### src/rtl/ps2_pad_poller.sv
// ps2_pad_poller: periodic PlayStation-2 pad poller (CPOL=1, LSB first).
// It runs one frame, checks the 0x5A header and publishes active-high
// buttons plus mode_id, with a one-cycle valid/err strobe.
// Optional macro PS2_ANALOG_EN: 9-byte frames, stick outputs, and an
// analog-mode config sequence (three frames) after reset and whenever the
// pad reports a mode other than 0x73.
//
// Handshake: valid and err are single-cycle strobes with no ready. They
// rise in the cycle CS returns high. The data outputs change in that same
// cycle and are held until the next valid frame.
module ps2_pad_poller #(
    parameter int CLK_DIV     = 150,
    parameter int GAP_CYCLES  = 600,
    parameter int POLL_CYCLES = 500000
) (
    input  logic        clk,
    input  logic        rst,
    input  logic        en,
    output logic        spi_clk,
    output logic        spi_cs,
    output logic        spi_mosi,
    input  logic        spi_miso,
    output logic [15:0] buttons,
`ifdef PS2_ANALOG_EN
    output logic [7:0]  stick_rx,
    output logic [7:0]  stick_ry,
    output logic [7:0]  stick_lx,
    output logic [7:0]  stick_ly,
`endif
    output logic [7:0]  mode_id,
    output logic        valid,
    output logic        err,
    output logic [2:0]  dbg_state
);

`ifdef PS2_ANALOG_EN
    localparam int NB = 9;
`else
    localparam int NB = 5;
`endif
    localparam logic [31:0] DIV_LAST  = 32'(CLK_DIV - 1);
    localparam logic [31:0] GAP_LAST  = 32'(GAP_CYCLES - 1);
    localparam logic [31:0] POLL_LAST = 32'(POLL_CYCLES - 1);
    localparam logic [3:0]  LAST_BYTE = 4'(NB - 1);

    typedef enum logic [2:0] {
        S_IDLE, S_CS_SETUP, S_SHIFT, S_GAP, S_CS_HOLD, S_UPDATE, S_WAIT
    } state_t;

    state_t               state_q, state_d;
    logic [31:0]          cnt_q, cnt_d;     // divider, restarts on every state entry
    logic                 ph_q, ph_d;       // 0 = SCK low half, 1 = SCK high half
    logic [2:0]           bit_q, bit_d;
    logic [3:0]           byte_q, byte_d;
    logic [7:0]           sr_q, sr_d;
    logic [NB-1:1][7:0]   rx_q, rx_d;       // response bytes 1..NB-1 of current frame
    logic [15:0]          buttons_q, buttons_d;
    logic [7:0]           mode_q, mode_d;
    logic                 valid_q, valid_d;
    logic                 err_q, err_d;
    logic                 spi_cs_q, spi_cs_d;
    logic                 spi_clk_q, spi_clk_d;
    logic                 spi_mosi_q, spi_mosi_d;
    logic [7:0]           cmd_cur;
`ifdef PS2_ANALOG_EN
    logic [1:0]           cfg_q, cfg_d;     // 0 = poll frame, 1..3 = config frame number
    logic [7:0]           rx_stick_q, rx_stick_d;
    logic [7:0]           ry_stick_q, ry_stick_d;
    logic [7:0]           lx_stick_q, lx_stick_d;
    logic [7:0]           ly_stick_q, ly_stick_d;

    // Command byte for a frame kind: poll, enter config, analog+lock, exit config.
    function automatic logic [7:0] cmd_byte(input logic [1:0] kind, input logic [3:0] idx);
        logic [7:0] b;
        b = 8'h00;
        if (idx == 4'd0) begin
            b = 8'h01;
        end else begin
            case (kind)
                2'd0: begin
                    if (idx == 4'd1) b = 8'h42;
                end
                2'd1: begin
                    if (idx == 4'd1) b = 8'h43;
                    else if (idx == 4'd3) b = 8'h01;
                end
                2'd2: begin
                    if (idx == 4'd1) b = 8'h44;
                    else if (idx == 4'd3) b = 8'h01;
                    else if (idx == 4'd4) b = 8'h03;
                end
                default: begin
                    if (idx == 4'd1) b = 8'h43;
                    else if (idx >= 4'd4) b = 8'h5A;
                end
            endcase
        end
        return b;
    endfunction
`else
    // Command byte of the digital poll frame: 01 42 00 00 00.
    function automatic logic [7:0] cmd_byte(input logic [3:0] idx);
        logic [7:0] b;
        b = 8'h00;
        if (idx == 4'd0) b = 8'h01;
        else if (idx == 4'd1) b = 8'h42;
        return b;
    endfunction
`endif

    // Next-state, counters, shift register, frame commit and pad pin decode.
    always_comb begin
        state_d   = state_q;
        cnt_d     = cnt_q + 32'd1;
        ph_d      = ph_q;
        bit_d     = bit_q;
        byte_d    = byte_q;
        sr_d      = sr_q;
        rx_d      = rx_q;
        buttons_d = buttons_q;
        mode_d    = mode_q;
        valid_d   = 1'b0;
        err_d     = 1'b0;
`ifdef PS2_ANALOG_EN
        cfg_d      = cfg_q;
        rx_stick_d = rx_stick_q;
        ry_stick_d = ry_stick_q;
        lx_stick_d = lx_stick_q;
        ly_stick_d = ly_stick_q;
`endif
        case (state_q)
            S_IDLE: begin
                cnt_d = 32'd0;
                if (en) begin
                    state_d = S_CS_SETUP;
                    byte_d  = 4'd0;
                    bit_d   = 3'd0;
                    ph_d    = 1'b0;
                end
            end
            S_CS_SETUP, S_GAP: begin
                if (cnt_q == GAP_LAST) begin
                    state_d = S_SHIFT;
                    cnt_d   = 32'd0;
                    ph_d    = 1'b0;
                    bit_d   = 3'd0;
                end
            end
            S_SHIFT: begin
                if (cnt_q == DIV_LAST) begin
                    cnt_d = 32'd0;
                    if (!ph_q) begin
                        // SCK rises now: capture MISO, LSB arrives first.
                        ph_d = 1'b1;
                        sr_d = {spi_miso, sr_q[7:1]};
                    end else if (bit_q != 3'd7) begin
                        ph_d  = 1'b0;
                        bit_d = bit_q + 3'd1;
                    end else begin
                        for (int i = 1; i < NB; i++) begin
                            if (byte_q == 4'(i)) rx_d[i] = sr_q;
                        end
                        if (byte_q == LAST_BYTE) begin
                            state_d = S_CS_HOLD;
                        end else begin
                            state_d = S_GAP;
                            byte_d  = byte_q + 4'd1;
                        end
                    end
                end
            end
            S_CS_HOLD: begin
                if (cnt_q == GAP_LAST) begin
                    state_d = S_UPDATE;
                    cnt_d   = 32'd0;
                    // Commit lands together with CS rising.
`ifdef PS2_ANALOG_EN
                    if (cfg_q != 2'd0) begin
                        cfg_d = (cfg_q == 2'd3) ? 2'd0 : cfg_q + 2'd1;
                    end else if (rx_q[2] == 8'h5A) begin
                        valid_d    = 1'b1;
                        mode_d     = rx_q[1];
                        buttons_d  = ~{rx_q[4], rx_q[3]};
                        rx_stick_d = rx_q[5];
                        ry_stick_d = rx_q[6];
                        lx_stick_d = rx_q[7];
                        ly_stick_d = rx_q[8];
                        if (rx_q[1] != 8'h73) cfg_d = 2'd1;
                    end else begin
                        err_d = 1'b1;
                    end
`else
                    if (rx_q[2] == 8'h5A) begin
                        valid_d   = 1'b1;
                        mode_d    = rx_q[1];
                        buttons_d = ~{rx_q[4], rx_q[3]};
                    end else begin
                        err_d = 1'b1;
                    end
`endif
                end
            end
            S_UPDATE: begin
                state_d = S_WAIT;
                cnt_d   = 32'd0;
            end
            S_WAIT: begin
                if (cnt_q == POLL_LAST) begin
                    state_d = S_IDLE;
                    cnt_d   = 32'd0;
                end
            end
            default: begin
                state_d = S_IDLE;
                cnt_d   = 32'd0;
            end
        endcase

`ifdef PS2_ANALOG_EN
        cmd_cur = cmd_byte(cfg_q, byte_d);
`else
        cmd_cur = cmd_byte(byte_d);
`endif
        spi_cs_d   = !((state_d == S_CS_SETUP) || (state_d == S_SHIFT) ||
                       (state_d == S_GAP) || (state_d == S_CS_HOLD));
        spi_clk_d  = (state_d == S_SHIFT) ? ph_d : 1'b1;
        spi_mosi_d = (state_d == S_SHIFT) ? cmd_cur[bit_d] : 1'b1;
    end

    // State and output registers with synchronous reset.
    always_ff @(posedge clk) begin
        if (rst) begin
            state_q    <= S_IDLE;
            cnt_q      <= 32'd0;
            ph_q       <= 1'b0;
            bit_q      <= 3'd0;
            byte_q     <= 4'd0;
            sr_q       <= 8'h00;
            rx_q       <= '0;
            buttons_q  <= 16'h0000;
            mode_q     <= 8'h00;
            valid_q    <= 1'b0;
            err_q      <= 1'b0;
            spi_cs_q   <= 1'b1;
            spi_clk_q  <= 1'b1;
            spi_mosi_q <= 1'b1;
`ifdef PS2_ANALOG_EN
            cfg_q      <= 2'd1;
            rx_stick_q <= 8'h80;
            ry_stick_q <= 8'h80;
            lx_stick_q <= 8'h80;
            ly_stick_q <= 8'h80;
`endif
        end else begin
            state_q    <= state_d;
            cnt_q      <= cnt_d;
            ph_q       <= ph_d;
            bit_q      <= bit_d;
            byte_q     <= byte_d;
            sr_q       <= sr_d;
            rx_q       <= rx_d;
            buttons_q  <= buttons_d;
            mode_q     <= mode_d;
            valid_q    <= valid_d;
            err_q      <= err_d;
            spi_cs_q   <= spi_cs_d;
            spi_clk_q  <= spi_clk_d;
            spi_mosi_q <= spi_mosi_d;
`ifdef PS2_ANALOG_EN
            cfg_q      <= cfg_d;
            rx_stick_q <= rx_stick_d;
            ry_stick_q <= ry_stick_d;
            lx_stick_q <= lx_stick_d;
            ly_stick_q <= ly_stick_d;
`endif
        end
    end

    assign spi_cs    = spi_cs_q;
    assign spi_clk   = spi_clk_q;
    assign spi_mosi  = spi_mosi_q;
    assign buttons   = buttons_q;
    assign mode_id   = mode_q;
    assign valid     = valid_q;
    assign err       = err_q;
    assign dbg_state = state_q;
`ifdef PS2_ANALOG_EN
    assign stick_rx  = rx_stick_q;
    assign stick_ry  = ry_stick_q;
    assign stick_lx  = lx_stick_q;
    assign stick_ly  = ly_stick_q;
`endif

endmodule

### config.mk
export PLATFORM = sky130hd
export DESIGN_NAME = ps2_pad_poller
export DESIGN_NICKNAME = d
export VERILOG_FILES = /design/src/rtl/ps2_pad_poller.sv
export SDC_FILE = /design/constraint.sdc
export NUM_CORES = 1
export LEC_CHECK = 0
export BUFFER_PORTS_ARGS = -buffer_cell sky130_fd_sc_hd__buf_2
export CAP_MARGIN = 30
export CELL_PAD_IN_SITES_DETAIL_PLACEMENT = 1
export CELL_PAD_IN_SITES_GLOBAL_PLACEMENT = 2
export CORE_ASPECT_RATIO = 1.25
export CORE_MARGIN = 2
export CORE_UTILIZATION = 40
export DETAILED_ROUTE_END_ITERATION = 16
export MAX_ROUTING_LAYER = met4
export PLACE_DENSITY_LB_ADDON = 0.1
export SETUP_SLACK_MARGIN = 0.02
export SLEW_MARGIN = 20
export SYNTH_ARGS = -nofsm -noshare
export SYNTH_HDL_FRONTEND = slang
export SYNTH_SLANG_ARGS = --single-unit
export TNS_END_PERCENT = 100
### constraint.sdc
create_clock -name clk -period 7.6 [get_ports clk]
set_clock_uncertainty 0.15 [all_clocks]
set_input_delay 1.52 -clock clk [delete_from_list [all_inputs] [get_ports clk]]
set_output_delay 1.52 -clock clk [all_outputs]
set_load 0.005 [all_outputs]
==> out/qor.txt <==
Run status - complete, no violations
CTS buffer count - 9
Setup violators final - 0
Most common cell in the netlist - nor2_1
Most common flop cell mapped by yosys - dfxtp_1
Logic pwr share - 2.0%
Cts repair resizes - 0
WS Path Type - register to register
Leak - 2.108 nW
Inserted Diodes - 0
Metal-1 WL - 4759 um
Crit path max fanout - 14
Via Count - 3701
Int Power - 828.8 uW
CTS tree - done
Final Hold Fails - 0
Switching power - 241.9 uW
Most common library cells after synthesis - 115 x nor2_1, 112 x dfxtp_1, 43 x mux2i_1
FILL cells - 1421
Sequential Area - 2242 um2
CP endpoint kind - register
Layout area overhead - 12.51%
Initial Util - 40.51%
Largest net degree at the start of global routing - 80
Worst-path cell chain - nor3b_2 > nand4_1 > nor4b_4 > a21oi_2 > nor4b_2 > nand4_1 > o211ai_1
Setup TNS - 0 ps
Non-filler cells, final - 715
WL final - 11150 um
Post-synth EDFFs - 0
Max-slew violations - 0
Uppermost routed layer - met4
Synth area leaders - dfxtp_1 46%, nor2_1 8.8%, mux2i_1 8.8%
Final HPWL DP - 8053 um
First-pass GRT wire length - 18800 um
Post-Syn Area - 4881 um2
Die area - 13110 um2
Synth area leader - dfxtp_1
Port Buffers - 35
DR DRC count - 0
Buffer count from post-CTS setup fixing - 0
Synth cell types - 65
Async SR Flop Fraction - 0%
Critical Path Source Type - register
Antenna violations before repair - 0
Row count - 45
PD cells - 195.0 nW/um2
Post-layout minimum cycle time - 2999 ps
Initial drt markers - 83
Critical path's largest stage delay - 600 ps
Yosys top cell area share - 45.94%
Hold Slack - 288.5 ps
Synth warn - 0
Clock Tree Buf Depth - 2
Vias in the first global route - 3770
Combined area of the multi-input logic cells - 2499 um2
Core area - 12050 um2
Clk root buf - clkbuf_16
H-Tree Depth - 3
Num Clock Sinks - 112
VDD IR max - 0.1029 mV
TritonRoute pass-1 iters - 4
Hold-fix buffers, CTS - 0
Via density - 5.176
Routed wl met2 - 6022 um
Die Wd - 102.8 um
Clk pwr share - 42.9%
Seq pwr share - 55.1%
CP max-delay cell - nor4b_4
Ratio of cells with drive above 1 in the final layout - 15.43%
Met3 WL - 206 um
Gate count of the mapped netlist - 517
Fin crit share - 39.46%
DR WL/cell - 15.59 um
# IOs - 36
Worst slew pin tran - 795.3 ps
Tot GR Track Use - 18.70%
Area after DPL - 5174 um2
CP required - 7720 ps
Switching Share - 22.59%
Arrival @ worst endpoint - 3120 ps
CTS clock-pin slew for the worst setup and hold paths - 70 ps
Syn_area_per_cell - 9.441 um2
Syn nets - 528
Final Net Count - 557
Register bit total from synthesis - 112
Placer congestion estimate - 0.7257
Hold Crit Class - register to register
Post-synthesis sequential area ratio - 45.94%
Routed Antenna Nets - 0
Finished layout cell area - 5492 um2
Fmax - 333.5 MHz
Total Power - 1.071 mW
Max_cap viols - 0
Clk_lat worst skew - 350 ps
Worst slew margin - 46.98%
Gr ovfl total - 0
Placed cell count - 697
RSZ-0062 raised after global routing - false
Most used cell, CP - nand4_1
Die H - 127.5 um
[layout by cell type (no fill, tap or decap), types with 3 or more instances in the layout]
cell,instances
nand2_1,31
buf_2,35
nor4b_4,3
nor4_1,5
xnor2_1,20
nor2b_1,4
mux2i_1,43
inv_1,10
dfxtp_1,112
ha_1,7
nand4_1,11
nor3_1,7
nor4_4,3
nand3_1,16
a21oi_1,14
a31oi_1,3
nor2_1,114
xor2_1,11
clkbuf_16,9
a211oi_1,18
and3_1,9
nand3_2,3
[worst max-delay path: cells and delay by family (launching register included)]
kind / cells / cell delay [ps]
flip-flops: 1 / 460
AO/OA/AOI/OAI: 2 / 330
AND/OR/NAND/NOR: 5 / 1990
[per-layer routing]
metal / vias up / track usage, %
met3: 12 / 3.337
met1: 1803 / 21.08
li1: 1858 / -
met4: 0 / 5.031
met2: 28 / 33.60
met5: - / -
[logic make-up (layout without fill, tap and decap cells)]
kind of cell	after synthesis	count (layout)	synth area share (%)
mux	44	44	9.049
fa+ha+maj	7	7	1.794
compound gates	53	53	7.435
flops	112	112	45.94
buf+inv	31	65	3.102
xor+xnor	31	31	5.563
simple gates	239	239	27.12
[registers in the layout, indices dropped and copies added (netlist names)]
signal	cells
valid	1
spi_mosi	1
mode_id	8
rx_q	32
buttons	16
cnt_q	32
sr_q	8
bit_q	3
spi_clk	1
spi_cs	1
ph_q	1
dbg_state	3
byte_q	4
err	1
[power groups by stage]
| stage | sequential, mW | clock [mW] | combinational, mW |
|---|---|---|---|
| floorplan | 0.603 | 0 | 0.0172 |
| global route | 0.590 | 0.501 | 0.0235 |
| CTS | 0.590 | 0.474 | 0.0215 |
| finish | 0.590 | 0.460 | 0.0209 |
| global placement | 0.604 | 0 | 0.0212 |
| detailed placement | 0.604 | 0 | 0.0215 |
[layout make-up]
class,count,area share (%)
well taps,164,3.737
repair buffers,39,4.101
inverters,10,0.6835
flip-flops and latches,112,40.83
clock buffers,11,4.420
multi-input cells,374,45.50
clock inverters,5,0.7291
[final timing paths]
path / startpoint / endpoint / slack [ps] / cells past startpoint
max: dbg_state[0]$_SDFF_PP0_ / spi_mosi$_SDFF_PP1_ / 4600 / 7
min: rx_q[19]$_SDFFE_PP0P_ / buttons[3]$_SDFFE_PP0P_ / 290 / 1
max reg2reg: dbg_state[0]$_SDFF_PP0_ / spi_mosi$_SDFF_PP1_ / 4600 / 7
min reg2reg: rx_q[19]$_SDFFE_PP0P_ / buttons[3]$_SDFFE_PP0P_ / 290 / 1
[metrics by stage]
step | utilization (%) | setup WS [ps]
after global placement | 42.94 | 4338
final | 45.58 | 4601
after floorplan | - | 4937
after CTS | 45.29 | 4486
after global routing | 45.58 | 4392
after detailed placement | 42.94 | 4283
No activity file was read; power rests on OpenSTA's default activity.
